File: src/rtl/help_pkg.sv
// Shared definitions for the help-text scroller: glyph constants, FSM encoding
// and the message table with its lookup helpers.
package help_pkg;

    localparam int TABLE_LEN = 8;
    localparam int GW        = 5;

    typedef logic [GW-1:0] glyph_t;

    localparam glyph_t GLYPH_BLANK = 5'd31;

    typedef enum logic [1:0] {
        BLANK  = 2'd0,
        STATIC = 2'd1,
        SCROLL = 2'd2
    } fsm_t;

    localparam logic [3:0] LEN_TABLE [16] = '{
        4'd0, 4'd0, 4'd0, 4'd0, 4'd0, 4'd0, 4'd4, 4'd8,
        4'd4, 4'd4, 4'd4, 4'd4, 4'd4, 4'd4, 4'd0, 4'd0
    };

    // Glyph 0 of each message sits in the most-significant field; rows are padded with blanks.
    localparam logic [TABLE_LEN*GW-1:0] MSG_GLYPHS [16] = '{
        40'd0, 40'd0, 40'd0, 40'd0, 40'd0, 40'd0,
        {5'd16, 5'd14, 5'd18, 5'd20, 5'd31, 5'd31, 5'd31, 5'd31},
        {5'd16, 5'd14, 5'd18, 5'd20, 5'd31, 5'd12, 5'd18, 5'd10},
        {5'd31, 5'd12, 5'd18, 5'd10, 5'd31, 5'd31, 5'd31, 5'd31},
        {5'd31, 5'd10, 5'd0,  5'd0,  5'd31, 5'd31, 5'd31, 5'd31},
        {5'd31, 5'd5,  5'd24, 5'd11, 5'd31, 5'd31, 5'd31, 5'd31},
        {5'd31, 5'd0,  5'd0,  5'd23, 5'd31, 5'd31, 5'd31, 5'd31},
        {5'd31, 5'd0,  5'd30, 5'd24, 5'd31, 5'd31, 5'd31, 5'd31},
        {5'd23, 5'd14, 5'd5,  5'd23, 5'd31, 5'd31, 5'd31, 5'd31},
        40'd0, 40'd0
    };

    function automatic logic [3:0] msg_len(input logic [3:0] code);
        return LEN_TABLE[code];
    endfunction

    // Any index at or past the message length reads as a blank separator.
    function automatic glyph_t msg_glyph(input logic [3:0] code, input int idx);
        logic [TABLE_LEN*GW-1:0] row;
        row = MSG_GLYPHS[code];
        if (idx < 0 || idx >= int'(LEN_TABLE[code])) return GLYPH_BLANK;
        return row[(TABLE_LEN-1-idx)*GW +: GW];
    endfunction

endpackage

File: src/rtl/tick_gen.sv
// Scroll-rate divider: pulses tick once every SCROLL_DIV enabled cycles.
// clr restarts the count and suppresses the tick on the same cycle.
module tick_gen #(
    parameter int SCROLL_DIV = 25_000_000
) (
    input  logic clk,
    input  logic rst_n,
    input  logic en,
    input  logic clr,
    output logic tick
);

    localparam int             CW   = $clog2(SCROLL_DIV);
    localparam logic [CW-1:0]  LAST = CW'(SCROLL_DIV - 1);

    logic [CW-1:0] cnt;

    always_ff @(posedge clk or negedge rst_n) begin
        if (!rst_n) begin
            cnt <= '0;
        end else if (clr) begin
            cnt <= '0;
        end else if (en) begin
            if (cnt == LAST) cnt <= '0;
            else             cnt <= cnt + 1'b1;
        end
    end

    assign tick = en && !clr && (cnt == LAST);

endmodule

File: src/rtl/help_scroller.sv
// Help-text display driver: looks up the message for the UI state and shows a
// DIGITS-wide window, static when it fits and scrolling with wrap otherwise.
module help_scroller
    import help_pkg::*;
#(
    parameter int DIGITS     = 4,
    parameter int GLYPH_W    = 5,
    parameter int MSG_LEN    = 8,
    parameter int SCROLL_DIV = 25_000_000
) (
    input  logic                      clk,
    input  logic                      rst_n,
    input  logic [3:0]                state,
    input  logic                      en,
    output logic [DIGITS*GLYPH_W-1:0] out,
    output logic                      scrolling,
    output logic                      wrap,
    output logic [1:0]                fsm_state
);

    // Wide enough for p + digit index before the single modulo subtraction.
    localparam int IDX_W = $clog2(MSG_LEN + DIGITS + 1);

    logic [3:0]                state_q;
    logic [3:0]                state_prev;
    logic [3:0]                cur_len;
    fsm_t                      fsm_q;
    fsm_t                      fsm_next;
    logic [IDX_W-1:0]          p_q;
    logic [IDX_W-1:0]          p_next;
    logic [IDX_W-1:0]          seq_len;
    logic [IDX_W-1:0]          idx;
    logic [DIGITS*GLYPH_W-1:0] out_next;
    glyph_t                    glyph;
    logic                      change;
    logic                      tick;
    logic                      step;
    logic                      last;
    logic                      wrap_next;

    assign cur_len = msg_len(state_q);
    assign change  = (state_q != state_prev);
    assign seq_len = IDX_W'(cur_len) + 1'b1;

    tick_gen #(
        .SCROLL_DIV (SCROLL_DIV)
    ) u_tick (
        .clk   (clk),
        .rst_n (rst_n),
        .en    (en),
        .clr   (change),
        .tick  (tick)
    );

    always_ff @(posedge clk or negedge rst_n) begin
        if (!rst_n) begin
            state_q    <= '0;
            state_prev <= '0;
        end else begin
            state_q    <= state;
            state_prev <= state_q;
        end
    end

    always_ff @(posedge clk or negedge rst_n) begin
        if (!rst_n) fsm_q <= BLANK;
        else        fsm_q <= fsm_next;
    end

    // Mode follows the current message length, so a new message re-enters directly.
    always_comb begin
        fsm_next = BLANK;
        if (cur_len == 4'd0)                fsm_next = BLANK;
        else if (int'(cur_len) <= DIGITS)   fsm_next = STATIC;
        else                                fsm_next = SCROLL;
    end

    always_comb begin
        step      = tick && (fsm_q == SCROLL) && !change;
        last      = (p_q == IDX_W'(cur_len));
        wrap_next = step && last;
        p_next    = p_q;
        if (change)     p_next = '0;
        else if (step)  p_next = last ? '0 : p_q + 1'b1;
        scrolling = (fsm_q == SCROLL);
        idx       = '0;
        glyph     = '0;
        out_next  = '0;
        if (fsm_next != BLANK) begin
            for (int i = 0; i < DIGITS; i++) begin
                if (fsm_next == SCROLL) begin
                    idx = p_next + IDX_W'(i);
                    if (idx >= seq_len) idx = idx - seq_len;
                end else begin
                    idx = IDX_W'(i);
                end
                glyph = msg_glyph(state_q, int'(idx));
                out_next[(DIGITS-1-i)*GLYPH_W +: GLYPH_W] = GLYPH_W'(glyph);
            end
        end
    end

    always_ff @(posedge clk or negedge rst_n) begin
        if (!rst_n) begin
            p_q  <= '0;
            out  <= '0;
            wrap <= 1'b0;
        end else begin
            p_q  <= p_next;
            out  <= out_next;
            wrap <= wrap_next;
        end
    end

    assign fsm_state = fsm_q;

endmodule

File: config.mk
export PLATFORM = sky130hd
export DESIGN_NAME = help_scroller
export DESIGN_NICKNAME = d
export VERILOG_FILES = /design/src/rtl/help_pkg.sv /design/src/rtl/tick_gen.sv /design/src/rtl/help_scroller.sv
export SDC_FILE = /design/constraint.sdc
export NUM_CORES = 1
export LEC_CHECK = 0
export CAP_MARGIN = 20
export CORE_MARGIN = 2
export CORE_UTILIZATION = 30
export CTS_BUF_LIST = sky130_fd_sc_hd__clkbuf_16
export DETAILED_ROUTE_END_ITERATION = 8
export PLACE_DENSITY_LB_ADDON = 0.15
export SLEW_MARGIN = 40
export SYNTH_ARGS = -nofsm -noshare
export SYNTH_HDL_FRONTEND = slang
export SYNTH_SLANG_ARGS = --single-unit
File: constraint.sdc
create_clock -name clk -period 7.9 [get_ports clk]
set_input_delay 0.79 -clock clk [delete_from_list [all_inputs] [get_ports clk]]
set_output_delay 0.79 -clock clk [all_outputs]
set_load 0.05 [all_outputs]
==> metrics.sh, run 1 <==
STATUS='finished clean'
END_KIND='flip-flop'
WL_UM=27400
SYNTH_ENABLE_FLOP_CELLS=0
POST_CTS_HOLD_BUFFER_COUNT=0
ANTENNA_FOUND_INITIAL=0
CRITICAL_PATH.SLOWEST_CELL='sky130_fd_sc_hd__clkdlybuf4s50_1'
FINAL-MAX-SLEW-VIOLATION-COUNT=0
CLOCK_LATENCY_NS=0.35
FIRST_PASS_GRT_WIRE_LENGTH_UM=43500
GRT_PASS1_VIAS=7682
SYN_INST=1011
FINAL_LAYOUT_FILL_CELL_COUNT=2608
FIRST_PASS_ITERS=6
YS_FF_LATCH=60
VIAS_PER_CELL=5.97
CLOCK_TREE.HTREE_LEVEL_COUNT=3
PLACE.PORT_BUFFERS=30
CLOCKBUFFERDEPTH=2
FLOORPLAN.IO_PINS=31
DIE_WIDTH_UM=162
ANTENNADIODECOUNT=0
WORST_R2R_PATH_DEPTH=24
DETAILEDROUTE.FIRSTITERATIONVIOLATIONS=850
LEAKAGE_nW=3.31
CPMOSTUSEDCELL='sky130_fd_sc_hd__ha_1'
FINAL_CRITICAL_PERIOD_NS=7.27
GRT_MAX_DEGREE=61
YS_TYPES=103
R2R-END='out[8]'
CP.REQUIRED_NS=8.18
HOLDCRITPATHCLASS='in -> async'
MULTI_INPUT_AREA_SQ_UM=5570
CLOCK_SINK_COUNT=60
R2R_SLACK_NS=0.71
DRV.MAX_CAP_VIOLATION_COUNT=0
RESIZED_GATES_AFTER_CTS=0
CTS-BUFFERS-INSERTED=9
FINAL_COMMON_CELL='sky130_fd_sc_hd__nand2_1'
POST_ROUTE_CELLS_DRIVE_ABOVE_1_SHARE_PCT=10.2
PWR_DENSITY_CELL_nW_PER_UM2=123
PLACE_HPWL_UM=19200
DIEHEIGHT_UM=162
START_UTIL_PCT=30.7
FINAL_MIN_PERIOD_OVER_CLOCK_PERIOD_PCT=92.1
FINALSETUPVIOLCOUNT=0
RSZ0062_AT_GRT='false'
RELSLEWSLACK_PCT=38.1
CRITICALPATHCATEGORY='in -> reg'
CTS_ROOT_BUF='sky130_fd_sc_hd__clkbuf_16'
POST_SYNTH_NET_TOTAL=1064
CTS_TREE='done'
SYNTH.CELL_AREA_SQ_UM=7480
PLACEABLECOREAREA_SQ_UM=24400
GPL.FINAL_WEIGHTED_CONGESTION=0.926
FMAX_MHz=138
FF_LATCH_AREA_SQ_UM=1500
CP_SLOWEST_STAGE_DELAY_NS=0.63
R2R-START='state_q[2]'
CRITICAL_PATH_ARRIVAL_NS=7.55
SYN-MEAN-INSTANCE-AREA_SQ_UM=7.40
WORST-SLEW-PIN-TRANSITION_NS=0.918
DETAIL_ROUTE.DRC_VIOLATIONS=0
GRT.OVERFLOW.TOTAL=0
TOP_REG_CELL_SYNTH='sky130_fd_sc_hd__dfrtp_1'
GRT_USE_TOTAL_PCT=21.0
ROUTED_LENGTH_PER_INSTANCE_UM=20.2
YS_ASYNC_RST_SHARE_PCT=100
PEAK_SUPPLY_DROP_V=0.0000975
CP_MAX_FO=15
TIMING.SETUP.TNS_NS=0
PATH_CELLS='clkdlybuf4s50_1 > nand3b_1 > nor4_2 > nand3_1 > a21o_1 > ha_1 > a21oi_1 > o21ai_1 > xnor2_1 > ha_1 > a21oi_1 > o21a_1 > a211o_1 > nand2_1 > nand2_1 > inv_1 > ha_1 > ha_1 > inv_1 > fa_1 > nand2b_1 > a2111oi_0 > o31ai_1 > nand4_1'
LAYOUT-AREA-OVERHEAD-VS-SYNTH_PCT=13.9
HOLDWS_NS=0.429
YS_SEQ_AREA_SHARE_PCT=20.1
STD_CELL_ROWS=57
WORST_SETUP_PATH_START_KIND='input pin'
TIMING.CLOCK.SKEW_NS=0.0129
CTS_SETUP_BUFFERS=0
TIMING_HOLD_VIOLATIONS_FINAL=0
LAYOUT.NETS=1081
DIE-AREA_SQ_UM=26200
LAYOUT.CELLS.MOST_COMMON_LIST='sky130_fd_sc_hd__nand2_1 (103), sky130_fd_sc_hd__nor2_1 (96), sky130_fd_sc_hd__a21oi_1 (74)'
DRT.ANTENNA.VIOLATING_NETS=0
DETAILROUTE.VIA_COUNT=8097
YOSYSWARNINGS=0
CLKTRANSATPATHREGS_NS=0.07
-- per-stage QoR --
stage	total power, mW	cells	setup slack, ns	area, sq um	utilization, %
2_1_floorplan	0.543	1011	1.62	7480	-
3_3_place_gp	0.650	1341	0.319	8230	33.7
3_5_place_dp	0.646	1341	0.426	8230	33.7
4_1_cts	1.06	1357	0.754	8520	34.9
5_1_grt	1.10	1357	0.123	8520	34.9
6_report	1.05	1357	0.627	8520	34.9
-- cell type report --
cell class	instances	share of cell area, %
clock inverters	7	0.690
repair buffers	70	7.06
well taps	324	4.76
multi-input cells	845	65.4
flip-flops and latches	60	17.6
clock buffers	9	2.64
inverters	42	1.88
-- how the worst max path moves through the flow --
stage / end / depth (start not counted) / startpoint / slack, ns
after floorplan: out[12] / 29 / en / 1.62
after detailed placement: out[1] / 24 / en / 0.43
final: out[4] / 24 / en / 0.63
after global routing: out[4] / 25 / state_q[2] / 0.12
after CTS: out[8] / 24 / state_q[2] / 0.75
after global placement: out[1] / 24 / en / 0.32
-- layer usage --
layer,vias to the layer above,global-route usage [%],share of wire (%)
met1,3820,29.8,46
met3,64,3.58,7.6
met4,0,7.88,3.1
met2,385,31.6,43
li1,3828,-,-
met5,-,0,0
-- worst max-delay path, delay by kind of cell --
| kind | cells | cell delay, ns |
|---|---|---|
| AO/OA/AOI/OAI | 8 | 2.00 |
| XOR/XNOR | 1 | 0.39 |
| adder cells (fa/ha/maj) | 5 | 1.71 |
| buffers and inverters | 3 | 0.80 |
| AND/OR/NAND/NOR | 7 | 1.85 |
-- cells in the mapped netlist, types with 7 or more instances --
| cell type | number | area, sq um |
|---|---|---|
| sky130_fd_sc_hd__a211o_1 | 7 | 61.3 |
| sky130_fd_sc_hd__a211oi_1 | 12 | 90.1 |
| sky130_fd_sc_hd__a21o_1 | 9 | 67.6 |
| sky130_fd_sc_hd__a21oi_1 | 75 | 375 |
| sky130_fd_sc_hd__a31oi_1 | 28 | 175 |
| sky130_fd_sc_hd__and2_1 | 10 | 62.6 |
| sky130_fd_sc_hd__and3_1 | 9 | 56.3 |
| sky130_fd_sc_hd__buf_2 | 9 | 45.0 |
| sky130_fd_sc_hd__clkbuf_1 | 52 | 195 |
| sky130_fd_sc_hd__dfrtp_1 | 60 | 1500 |
| sky130_fd_sc_hd__ha_1 | 41 | 513 |
| sky130_fd_sc_hd__inv_1 | 34 | 128 |
| sky130_fd_sc_hd__nand2_1 | 104 | 390 |
| sky130_fd_sc_hd__nand2b_1 | 8 | 50.1 |
| sky130_fd_sc_hd__nand3_1 | 53 | 265 |
| sky130_fd_sc_hd__nand4_1 | 19 | 119 |
| sky130_fd_sc_hd__nor2_1 | 96 | 360 |
| sky130_fd_sc_hd__nor2b_1 | 20 | 125 |
| sky130_fd_sc_hd__nor3_1 | 31 | 155 |
| sky130_fd_sc_hd__nor4_1 | 11 | 68.8 |
| sky130_fd_sc_hd__o211ai_1 | 8 | 60.1 |
| sky130_fd_sc_hd__o21a_1 | 7 | 52.6 |
| sky130_fd_sc_hd__o21ai_0 | 62 | 310 |
| sky130_fd_sc_hd__o21ai_1 | 7 | 35.0 |
| sky130_fd_sc_hd__o22ai_1 | 7 | 43.8 |
| sky130_fd_sc_hd__o311ai_0 | 10 | 87.6 |
| sky130_fd_sc_hd__o31ai_1 | 9 | 67.6 |
| sky130_fd_sc_hd__or2_2 | 7 | 43.8 |
| sky130_fd_sc_hd__xnor2_1 | 23 | 201 |
| sky130_fd_sc_hd__xor2_1 | 23 | 201 |
-- sequential cells by signal, indices dropped and copies added, names as in the netlist --
register,cells
state_q,4
u_tick.cnt,25
state_prev,4
wrap,1
out,20
fsm_state,2
p_q,4
-- report_power, final --
group          switching [mW]  internal (mW)
Clock                   0.187          0.217
Sequential            0.00921          0.324
Combinational           0.209          0.102
-- cell families (layout without fill, tap and decap cells) --
kind of cell    after synthesis  in the layout  synth area share (%)
simple gates                415            415                  28.4
compound gates              329            329                  30.7
buf+inv                     106            128                  5.60
flops                        60             60                  20.1
fa+ha+maj                    47             47                  8.33
xor+xnor                     46             46                  5.38
mux                           8              8                  1.52
Note: power is estimated with default switching activity, not from simulation.
==> run 2, diff against run 1 <==
--- a/config.mk
+++ b/config.mk
@@ -14,4 +14,5 @@
 export SLEW_MARGIN = 40
 export SYNTH_ARGS = -nofsm -noshare
 export SYNTH_HDL_FRONTEND = slang
+export SYNTH_HIERARCHICAL = 1
 export SYNTH_SLANG_ARGS = --single-unit
==> metrics.sh, run 2 <==
VIAS_PER_CELL=5.99  # was 5.97
CP.REQUIRED_NS=8.10  # was 8.18 ns
DIE_WIDTH_UM=160  # was 162 um
WL_UM=26300  # was 27400 um
POST_CTS_HOLD_BUFFER_COUNT=0  # unchanged
PLACE.PORT_BUFFERS=30  # unchanged
CP_SLOWEST_STAGE_DELAY_NS=0.57  # was 0.63 ns
SYN_INST=1008  # was 1011
LEAKAGE_nW=3.30  # was 3.31 nW
STD_CELL_ROWS=57  # unchanged
SYNTH_TOP_FAMILY_BY_AREA='compound AO/OA/AOI/OAI gates'  # unchanged
LAYOUT-AREA-OVERHEAD-VS-SYNTH_PCT=13.4  # was 13.9%
FINAL-MAX-SLEW-VIOLATION-COUNT=0  # unchanged
CP-STARTPOINT='u_tick/cnt[17]'  # was en
END_KIND='flip-flop'  # unchanged
FINAL-INSTANCE-COUNT-EXCL-FILL=1346  # was 1357
RSZ0062_AT_GRT='false'  # unchanged
CLOCK_LATENCY_NS=0.35  # about the same
GRT_PASS1_VIAS=7525  # was 7682
CRITICAL_PATH.SLOWEST_CELL='sky130_fd_sc_hd__or4_1'  # was sky130_fd_sc_hd__clkdlybuf4s50_1
DIE-AREA_SQ_UM=25700  # was 26200 sq um
R2R-END='out[1]'  # was out[8]
PLACEABLECOREAREA_SQ_UM=24200  # was 24400 sq um
WORST_SETUP_PATH_START_KIND='flip-flop'  # was input pin
DETAIL_ROUTE.DRC_VIOLATIONS=0  # unchanged
R2R_SLACK_NS=0.55  # was 0.71 ns
CRITICAL_PATH_ARRIVAL_NS=7.55  # about the same
DRV.MAX_CAP_VIOLATION_COUNT=0  # unchanged
ANTENNA_FOUND_INITIAL=0  # unchanged
CLOCK_SINK_COUNT=60  # unchanged
PLACE_HPWL_UM=18400  # was 19200 um
LAYOUT.CELLS.MOST_COMMON_LIST='sky130_fd_sc_hd__nand2_1 (126), sky130_fd_sc_hd__nor2_1 (88), sky130_fd_sc_hd__a21oi_1 (83)'  # was sky130_fd_sc_hd__nand2_1 (103), sky130_fd_sc_hd__nor2_1 (96), sky130_fd_sc_hd__a21oi_1 (74)
YS_ASYNC_RST_SHARE_PCT=100  # unchanged
SYNTH_ENABLE_FLOP_CELLS=0  # unchanged
YS_TOP_CELLS_BY_AREA='sky130_fd_sc_hd__dfrtp_1 (20%), sky130_fd_sc_hd__ha_1 (7.0%), sky130_fd_sc_hd__nand2_1 (6.5%)'  # was sky130_fd_sc_hd__dfrtp_1 (20%), sky130_fd_sc_hd__ha_1 (6.9%), sky130_fd_sc_hd__nand2_1 (5.2%)
WORST-SLEW-PIN-TRANSITION_NS=0.789  # was 0.918 ns
FINAL_COMMON_CELL='sky130_fd_sc_hd__nand2_1'  # unchanged
R2R-START='u_tick/cnt[17]'  # was state_q[2]
YS_FF_LATCH=60  # unchanged
PWR_DENSITY_CELL_nW_PER_UM2=128  # was 123 nW/um^2
POST_ROUTE_CELLS_DRIVE_ABOVE_1_SHARE_PCT=9.30  # was 10.2%
TIMING.SETUP.TNS_NS=0  # unchanged
FIRST_PASS_ITERS=6  # unchanged
GRT_USE_TOTAL_PCT=20.2  # was 21.0%
YS_TYPES=92  # was 103
DIEHEIGHT_UM=160  # was 162 um
FINAL_MIN_PERIOD_OVER_CLOCK_PERIOD_PCT=93.0  # was 92.1%
STATUS='finished clean'  # unchanged
FIRST_PASS_GRT_WIRE_LENGTH_UM=42000  # was 43500 um
CRITICALPATHCATEGORY='reg -> reg'  # was in -> reg
TOTAL_POWER_OF_THE_FINAL_LAYOUT_mW=1.07  # was 1.05 mW
POST_SYNTH_NET_TOTAL=1061  # was 1064
SYNTH.TOP_CELLS.BY_COUNT='sky130_fd_sc_hd__nand2_1 (126), sky130_fd_sc_hd__nor2_1 (88), sky130_fd_sc_hd__a21oi_1 (83)'  # was sky130_fd_sc_hd__nand2_1 (104), sky130_fd_sc_hd__nor2_1 (96), sky130_fd_sc_hd__a21oi_1 (75)
FLOORPLAN.IO_PINS=31  # unchanged
RELSLEWSLACK_PCT=46.8  # was 38.1%
DETAILEDROUTE.FIRSTITERATIONVIOLATIONS=962  # was 850
START_UTIL_PCT=30.3  # was 30.7%
GPL.FINAL_WEIGHTED_CONGESTION=0.904  # was 0.926
DOMINANT_CELL_TYPE_BY_AREA_AFTER_SYNTHESIS='sky130_fd_sc_hd__dfrtp_1'  # unchanged
CTS-BUFFERS-INSERTED=9  # unchanged
ANTENNADIODECOUNT=0  # unchanged
TIMING.CLOCK.SKEW_NS=0.0132  # was 0.0129 ns
HOLDCRITPATHCLASS='reg -> reg'  # was in -> async
CP_MAX_FO=10  # was 15
YS_SEQ_AREA_SHARE_PCT=20.5  # was 20.1%
FINALSETUPVIOLCOUNT=0  # unchanged
LAYOUT.NETS=1070  # was 1081
PLACED_INSTS=1329  # was 1341
TIMING_HOLD_VIOLATIONS_FINAL=0  # unchanged
POST_SYNTH_XOR_AREA_FRACTION_PCT=3.21  # was 5.38%
CLOCKBUFFERDEPTH=2  # unchanged
GRT.OVERFLOW.TOTAL=0  # unchanged
GRT_MAX_DEGREE=61  # unchanged
CLKTRANSATPATHREGS_NS=0.06  # was 0.07 ns
WORST_R2R_PATH_DEPTH=29  # was 24
MULTIPLEXER_SHARE_OF_THE_SYNTHESIZED_AREA_PCT=2.56  # was 1.52%
SYNTH-ADDER-AREA-SHARE_PCT=8.36  # was 8.33%
YOSYSWARNINGS=6  # was 0
ROUTED_LENGTH_PER_INSTANCE_UM=19.5  # was 20.2 um
UTILIZATION_PCT=34.4  # was 34.9%
SYNTH_COMPOUND_AREA_SHARE_PCT=30.9  # was 30.7%
FMAX_MHz=136  # was 138 MHz
DETAILROUTE.VIA_COUNT=8060  # was 8097
FINAL_CRITICAL_PERIOD_NS=7.35  # was 7.27 ns
TOP_REG_CELL_SYNTH='sky130_fd_sc_hd__dfrtp_1'  # unchanged
CTS_TREE='done'  # unchanged
SYNTHSIMPLEGATEAREAFRAC_PCT=28.3  # was 28.4%
CLOCK_TREE.HTREE_LEVEL_COUNT=3  # unchanged
REGISTERS.TOP_BY_FF_COUNT='u_tick/cnt'  # was u_tick.cnt
POST-SYNTH-TOP-COUNT-CELL='sky130_fd_sc_hd__nand2_1'  # unchanged
LAYOUT_TOP_REGISTERS='u_tick/cnt (25), out (20)'  # was u_tick.cnt (25), out (20)
TIMING.CRITICAL_PATH.TO='out[1]'  # was out[4]
AREA_FRACTION_OF_THE_DOMINANT_CELL_TYPE_AFTER_SYNTHESIS_PCT=20.5  # was 20.1%
CTS_SETUP_BUFFERS=0  # unchanged
DRT.ANTENNA.VIOLATING_NETS=0  # unchanged
PEAK_SUPPLY_DROP_V=0.0000741  # was 0.0000975 V
SYN-MEAN-INSTANCE-AREA_SQ_UM=7.27  # was 7.40 sq um
CTS_ROOT_BUF='sky130_fd_sc_hd__clkbuf_16'  # unchanged
LARGEST_REGISTER_FF_COUNT=25  # unchanged
SYNTH.CELL_AREA_SQ_UM=7330  # was 7480 sq um
## run 2: cell types whose count changed in the layout (fill, tap and decap cells not counted), sizes merged, moves of 8 or more
cell    previous run  this run
o221ai             2        10
nand2b             8        21
nand2            105       129
buf               41        30
xnor2             23        12
xor2              23        14
nor2             100        91
nor2b             20        11
a21oi             76        86
nor3              31        22
## run 2: where the power goes
part | switching, mW | internal (mW)
Clock | 0.177 | 0.246
Sequential | 0.00693 | 0.325
Combinational | 0.210 | 0.101
Total | 0.394 | 0.672
## run 2: area by class of cell
cell class                 instances  area [sq um]
inverter                          46           173
clock buffer                       9           225
multi-input combinational        841          5410
clock inverter                     7          75.1
fill                            2579         15900
timing repair buffer              59           520
sequential                        60          1500
tap                              324           405
## run 2: what timing repair did
action                     CTS  global route
gates resized for setup      0             7
setup endpoints to repair    0            13
hold endpoints to repair     0             0
## run 2: kinds of logic (layout without fill, tap and decap cells)
| group | Yosys count | in the layout |
|---|---|---|
| fa+ha+maj | 46 | 46 |
| buf+inv | 107 | 121 |
| compound gates | 334 | 334 |
| mux | 16 | 16 |
| flops | 60 | 60 |
| xor+xnor | 26 | 26 |
| simple gates | 419 | 419 |
## run 2: worst max-delay path, delay by kind of cell, from the launching register on
kind | cells | cell delay [ns]
and+or+nand+nor | 13 | 2.84
adders and majority gates | 5 | 1.60
buffers and inverters | 4 | 0.55
xor gates and xnor gates | 1 | 0.27
AOI/OAI and AO/OA | 4 | 0.88
muxes | 2 | 0.63
DFF | 1 | 0.42
## run 2: layer usage
layer	track usage [%]	wire length [um]	vias to the layer above
li1	-	-	3808
met5	0	0	-
met2	32.4	12000	370
met4	7.13	671	0
met3	3.05	1600	56
met1	27.8	12000	3826
## run 2: worst min path at each step
stage,depth (start not counted),start,endpoint
final,1,u_tick/cnt[20],u_tick/cnt[20]
after global routing,1,u_tick/cnt[13],u_tick/cnt[13]
after CTS,1,u_tick/cnt[13],u_tick/cnt[13]
after detailed placement,1,u_tick/cnt[20],u_tick/cnt[20]
after global placement,1,u_tick/cnt[13],u_tick/cnt[13]
after floorplan,0,state_q[0],state_prev[0]
## run 2: per-stage QoR
| step | instance area [sq um] | setup WS, ns | hold WS [ns] |
|---|---|---|---|
| after floorplan | 7330 | 0.727 | 0.349 |
| after global placement | 7960 | 0.443 | 0.505 |
| after detailed placement | 7980 | 0.308 | 0.509 |
| after CTS | 8280 | 0.322 | 0.522 |
| after global routing | 8310 | 0.00986 | 0.528 |
| final | 8310 | 0.550 | 0.513 |
